File: config.mk
export PLATFORM = sky130hd
export DESIGN_NAME = icache_mem_arbiter
export DESIGN_NICKNAME = d
export VERILOG_FILES = /design/src/rtl/icache_mem_arbiter.sv
export SDC_FILE = /design/constraint.sdc
export NUM_CORES = 1
export LEC_CHECK = 0
export CORE_AREA = 2 2 125 127
export DETAILED_ROUTE_END_ITERATION = 6
export DIE_AREA = 0 0 127 129
export PLACE_DENSITY = 0.69
export SYNTH_ARGS = -nofsm -noshare
export SYNTH_HDL_FRONTEND = slang
export SYNTH_SLANG_ARGS = --single-unit
export TNS_END_PERCENT = 100
File: constraint.sdc
create_clock -name clock -period 2 [get_ports clock]
set_input_delay 0.4 -clock clock [delete_from_list [all_inputs] [get_ports clock]]
set_output_delay 0.4 -clock clock [all_outputs]
set_load 0.005 [all_outputs]
File: src/rtl/icache_mem_arbiter.sv
// Round-robin arbiter sharing one memory port between icache refill (m0) and LSU (m1).
// Optional response watchdog enabled by defining ARB_TIMEOUT_EN.
module icache_mem_arbiter #(
  parameter int unsigned TIMEOUT_CYCLES = 255
) (
  input  logic        clock,
  input  logic        reset,
  input  logic        m0_req_valid,
  output logic        m0_req_ready,
  input  logic [31:0] m0_req_addr,
  input  logic        m0_req_wen,
  input  logic [31:0] m0_req_wdata,
  input  logic [3:0]  m0_req_wstrb,
  input  logic [1:0]  m0_req_len,
  output logic        m0_rsp_valid,
  output logic [31:0] m0_rsp_data,
  output logic        m0_rsp_last,
  input  logic        m1_req_valid,
  output logic        m1_req_ready,
  input  logic [31:0] m1_req_addr,
  input  logic        m1_req_wen,
  input  logic [31:0] m1_req_wdata,
  input  logic [3:0]  m1_req_wstrb,
  input  logic [1:0]  m1_req_len,
  output logic        m1_rsp_valid,
  output logic [31:0] m1_rsp_data,
  output logic        m1_rsp_last,
  output logic        mem_req_valid,
  input  logic        mem_req_ready,
  output logic [31:0] mem_req_addr,
  output logic        mem_req_wen,
  output logic [31:0] mem_req_wdata,
  output logic [3:0]  mem_req_wstrb,
  output logic [1:0]  mem_req_len,
  input  logic        mem_rsp_valid,
  input  logic [31:0] mem_rsp_data,
  input  logic        mem_rsp_last,
  output logic        err_timeout
);

  typedef enum logic [1:0] {IDLE, REQ, RSP} state_e;

  state_e      state_q, state_d;
  logic        owner_q, owner_d;
  logic        prio_q, prio_d;
  logic        mem_req_valid_q, mem_req_valid_d;
  logic [31:0] addr_q, addr_d;
  logic        wen_q, wen_d;
  logic [31:0] wdata_q, wdata_d;
  logic [3:0]  wstrb_q, wstrb_d;
  logic [1:0]  len_q, len_d;
  logic        grant_any, grant_sel, rsp_fwd;

`ifdef ARB_TIMEOUT_EN
  localparam int unsigned TMO_W = (TIMEOUT_CYCLES > 1) ? $clog2(TIMEOUT_CYCLES) : 1;
  localparam logic [TMO_W-1:0] TMO_LAST = TMO_W'(TIMEOUT_CYCLES - 1);
  logic [TMO_W-1:0] tmo_cnt_q, tmo_cnt_d;
  logic             err_timeout_q, err_timeout_d;
`endif

  always_comb begin
    state_d         = state_q;
    owner_d         = owner_q;
    prio_d          = prio_q;
    mem_req_valid_d = mem_req_valid_q;
    addr_d          = addr_q;
    wen_d           = wen_q;
    wdata_d         = wdata_q;
    wstrb_d         = wstrb_q;
    len_d           = len_q;

    // A lone requester wins regardless of prio; prio only breaks ties.
    grant_any    = m0_req_valid | m1_req_valid;
    grant_sel    = (m0_req_valid & m1_req_valid) ? prio_q : m1_req_valid;
    m0_req_ready = (state_q == IDLE) & grant_any & ~grant_sel;
    m1_req_ready = (state_q == IDLE) & grant_any & grant_sel;

    rsp_fwd      = (state_q == RSP) & mem_rsp_valid;
    m0_rsp_valid = rsp_fwd & ~owner_q;
    m1_rsp_valid = rsp_fwd & owner_q;
    m0_rsp_last  = m0_rsp_valid & mem_rsp_last;
    m1_rsp_last  = m1_rsp_valid & mem_rsp_last;
    m0_rsp_data  = mem_rsp_data;
    m1_rsp_data  = mem_rsp_data;

    case (state_q)
      IDLE: begin
        if (grant_any) begin
          state_d         = REQ;
          owner_d         = grant_sel;
          mem_req_valid_d = 1'b1;
          addr_d          = grant_sel ? m1_req_addr  : m0_req_addr;
          wen_d           = grant_sel ? m1_req_wen   : m0_req_wen;
          wdata_d         = grant_sel ? m1_req_wdata : m0_req_wdata;
          wstrb_d         = grant_sel ? m1_req_wstrb : m0_req_wstrb;
          len_d           = grant_sel ? m1_req_len   : m0_req_len;
        end
      end
      REQ: begin
        if (mem_req_ready) begin
          state_d         = RSP;
          mem_req_valid_d = 1'b0;
        end
      end
      RSP: begin
        if (mem_rsp_valid && mem_rsp_last) begin
          state_d = IDLE;
          prio_d  = ~owner_q;
        end
      end
      default: state_d = IDLE;
    endcase

`ifdef ARB_TIMEOUT_EN
    // Counter sits at zero while idle, so the first REQ cycle counts as 0;
    // a normal completion in the same cycle takes precedence over the timeout.
    tmo_cnt_d     = tmo_cnt_q;
    err_timeout_d = err_timeout_q;
    if (state_q == IDLE) begin
      tmo_cnt_d = '0;
    end else if (state_d != IDLE) begin
      if (tmo_cnt_q == TMO_LAST) begin
        err_timeout_d   = 1'b1;
        state_d         = IDLE;
        mem_req_valid_d = 1'b0;
        prio_d          = ~owner_q;
      end else begin
        tmo_cnt_d = tmo_cnt_q + TMO_W'(1);
      end
    end
`endif
  end

  always_ff @(posedge clock) begin
    if (reset) begin
      state_q         <= IDLE;
      owner_q         <= 1'b0;
      prio_q          <= 1'b0;
      mem_req_valid_q <= 1'b0;
      addr_q          <= '0;
      wen_q           <= 1'b0;
      wdata_q         <= '0;
      wstrb_q         <= '0;
      len_q           <= '0;
`ifdef ARB_TIMEOUT_EN
      tmo_cnt_q       <= '0;
      err_timeout_q   <= 1'b0;
`endif
    end else begin
      state_q         <= state_d;
      owner_q         <= owner_d;
      prio_q          <= prio_d;
      mem_req_valid_q <= mem_req_valid_d;
      addr_q          <= addr_d;
      wen_q           <= wen_d;
      wdata_q         <= wdata_d;
      wstrb_q         <= wstrb_d;
      len_q           <= len_d;
`ifdef ARB_TIMEOUT_EN
      tmo_cnt_q       <= tmo_cnt_d;
      err_timeout_q   <= err_timeout_d;
`endif
    end
  end

  assign mem_req_valid = mem_req_valid_q;
  assign mem_req_addr  = addr_q;
  assign mem_req_wen   = wen_q;
  assign mem_req_wdata = wdata_q;
  assign mem_req_wstrb = wstrb_q;
  assign mem_req_len   = len_q;

`ifdef ARB_TIMEOUT_EN
  assign err_timeout = err_timeout_q;
`else
  assign err_timeout = 1'b0;
`endif

endmodule

==> qor.csv, run 1 <==
stage,metric,value,unit
status,status,"complete, no violations",
clock_network,clock_latency,340,ps
final_layout,instances_no_fill,834,
global_routing,grtUsageTotal,18.6,%
clock_network,root_buffer,clkbuf_16,
hold_path,min_to,owner_q$_SDFFE_PP0N_,
run,drv_cap,0,
timing,period_share,95.2,%
floorplanning,dieArea,0.0164,mm^2
drt,met2_length,7380,um
clock_network,cts-buffers-inserted,9,
place,place_hpwl,9550,um
final_layout,antennaDiodeCount,0,
drt,routed.top_layer,met4,
worst_setup_path,path_class,reg -> out,
floorplanning,chipWidth,127,um
final_layout,area_growth,52.3,%
synth,synthArstFlopShare,0,%
place,dp_cells,813,
synth,ys.flop_type,dfxtp_1,
timing,hold_viol,0,
place,gp_congestion,0.779,
power,leakagePower,2.15,nW
hold_path,hold-path-cell-count,3,
timing,fin_crit,1900,ps
hold_path,worstHoldPathType,in -> reg,
global_routing,grt_pass1_vias,4501,
timing,rsz0062_at_grt,no,
timing,hold_slack,388,ps
drt,wl_met1,6670,um
timing,fin_ws,95.6,ps
worst_setup_path,reg2reg_from,state_q[0]$_SDFFE_PP0P_,
timing,tns,0,ps
synth,syn_nets,695,
global_routing,grt_antenna_before_repair,0,
place,placedInstanceArea,0.00599,mm^2
final_layout,drive_gt1_share,6.50,%
final_layout,nets,822,
timing,fin_skew,4.73,ps
synth,yosys.area.top_type,dfxtp_1,
global_routing,grt_pass1_wl,24200,um
synth,syn_area,0.00420,mm^2
place,io_buffers,226,
power,vdd_drop_max,0.431,mV
clock_network,clock-sinks,76,
synth,netlist-cell-type-count,32,
final_layout,fill_cells,1499,
synth,yosysMostFrequentCell,dfxtp_1,
floorplanning,num_rows,45,
clock_network,clk_path_buf_depth,2,
power,total_power,4.95,mW
final_layout,fin_area,0.00639,mm^2
final_layout,seqCellArea,0.00153,mm^2
final_layout,fin_util,42.7,%
synth,synth_edf_count,0,
clock_network,htreeDepth,3,
synth,synth_top_area_share,36.3,%
drt,drcViolationCount,0,
synth,postSynthAreaPerCell,8.16,um^2
global_routing,grt_start_max_net_pins,77,
place,pre_cts_ws,-198,ps
global_routing,grt-ovfl-total,0,
final_layout,multi_input_area,0.00178,mm^2
drt,wl_met3,1030,um
timing,setup_viol,0,
worst_setup_path,ff2ff_path_depth,6,
synth,synth-seq-cells,76,
drt,final_antenna_net_count,0,
drt,vias,4528,
clock_network,tritoncts,built,
drt,routed_wl,15600,um
worst_setup_path,cp-end-kind,output port,
worst_setup_path,reg2reg_slack,260,ps
worst_setup_path,cp_data_arrival_time,1500,ps
floorplanning,start_util,28.0,%
worst_setup_path,start_kind,flip-flop,
worst_setup_path,reg2reg_to,mem_req_wstrb[3]$_SDFFE_PP0N_,
worst_setup_path,cp_max_fo,4,
synth,seq_area_frac_synth,36.3,%
synth,syn_inst,514,
power,p_per_area,774,mW/mm^2
timing,slew_violations,0,
drt,first_pass_iters,4,
floorplanning,dieHeight,129,um
synth,synthTopCellsByArea,"dfxtp_1, buf_4, a31oi_1",
drt,post_drt_via_cell_ratio,5.43,
clock_network,cts.clk_slew.worst_paths,60,ps
floorplanning,core,0.0150,mm^2
drt,drtIter0Drc,359,
floorplanning,ios,324,
synth,yosysWarnings,0,
timing,clock.fmax,525,MHz
worst_setup_path,required,1600,ps
synth,ys_top_cells_by_count,"dfxtp_1, a31oi_1, nand3_1, nand4_1, buf_4",
drt,routedWlPerCell,18.8,um
hold_path,hold_start,m1_req_valid,
-- where the power goes --
part           internal (mW)  switching (mW)
Combinational          0.659           0.557
Sequential              1.65          0.0614
Clock                   1.38           0.641
-- area by class of cell --
type                            instances  share of cell area, %
Sequential cell                        76                   23.9
Tap cell                              188                   3.68
Clock buffer                           12                   3.86
Multi-Input combinational cell        310                   27.9
Inverter                                1                 0.0587
Timing Repair Buffer                  243                   38.8
Clock inverter                          4                   1.88
-- flip-flops by register name (all words and copies together), names as in the netlist --
register       count
state_q            2
mem_req_wen        1
prio_q             1
mem_req_valid      1
mem_req_wstrb      4
mem_req_addr      32
owner_q            1
mem_req_len        2
mem_req_wdata     32
-- worst max-delay path by stage --
| stage | startpoint | to | slack [ps] | cells after the start |
|---|---|---|---|---|
| floorplan | m1_req_valid | m0_req_ready | 420 | 3 |
| global placement | mem_rsp_valid | m0_rsp_last | -170 | 4 |
| detailed placement | mem_rsp_valid | m0_rsp_last | -200 | 4 |
| CTS | state_q[0]$_SDFFE_PP0P_ | m1_rsp_valid | 30 | 4 |
| global route | state_q[0]$_SDFFE_PP0P_ | m1_rsp_valid | 50 | 4 |
| finish | state_q[0]$_SDFFE_PP0P_ | m1_rsp_valid | 100 | 4 |
-- metal layers --
metal	vias to the layer above	GRT usage (%)
met4	0	10.5
li1	2136	-
met3	43	3.49
met1	2139	22.8
met2	210	30.8
met5	-	0
-- cells in the final DEF (no fill, tap or decap), drive strengths merged --
master / n
clkdlybuf4s50: 215
dfxtp: 76
a31oi: 72
nand3: 72
o21ai: 72
nand4: 71
buf: 20
clkbuf: 12
dlygate4sd2: 7
bufinv: 4
nor2: 4
nand2: 3
nor3: 2
a21oi: 2
and2b: 1
nor3b: 1
and3: 1
and4: 1
a211oi: 1
and2: 1
nand2b: 1
inv: 1
or2: 1
a2111oi: 1
nand3b: 1
a2bb2oi: 1
conb: 1
clkdlybuf4s15: 1
-- critical path, stage by stage, from the launching register on --
cell,delay [ps]
dfxtp_4,350
and2b_2,240
buf_4,150
and3_1,170
dlygate4sd2_1,260
-- kinds of logic after synthesis --
family / Yosys count / synth area share, %
DFF: 76 / 36.3
other: 1 / 0.0894
buffers and inverters: 128 / 21.7
AOI/OAI and AO/OA: 149 / 20.5
and+or+nand+nor: 160 / 21.5
-- timing repair --
item	4_1_cts	5_1_grt
buffers inserted	3	2
resized for setup	12	0
endpoints found under the setup margin	6	2
pin swaps	1	0
hold buffers	0	0
No activity file was read; power rests on OpenSTA's default activity.
==> inputs of run 2 (changes only) <==
--- a/config.mk
+++ b/config.mk
@@ -5,6 +5,7 @@
 export SDC_FILE = /design/constraint.sdc
 export NUM_CORES = 1
 export LEC_CHECK = 0
+export ABC_CLOCK_PERIOD_IN_PS = 2000
 export CORE_AREA = 2 2 125 127
 export DETAILED_ROUTE_END_ITERATION = 6
 export DIE_AREA = 0 0 127 129
==> results of run 2 <==
No change in the layout: final DEF, timing and power equal those of run 1.
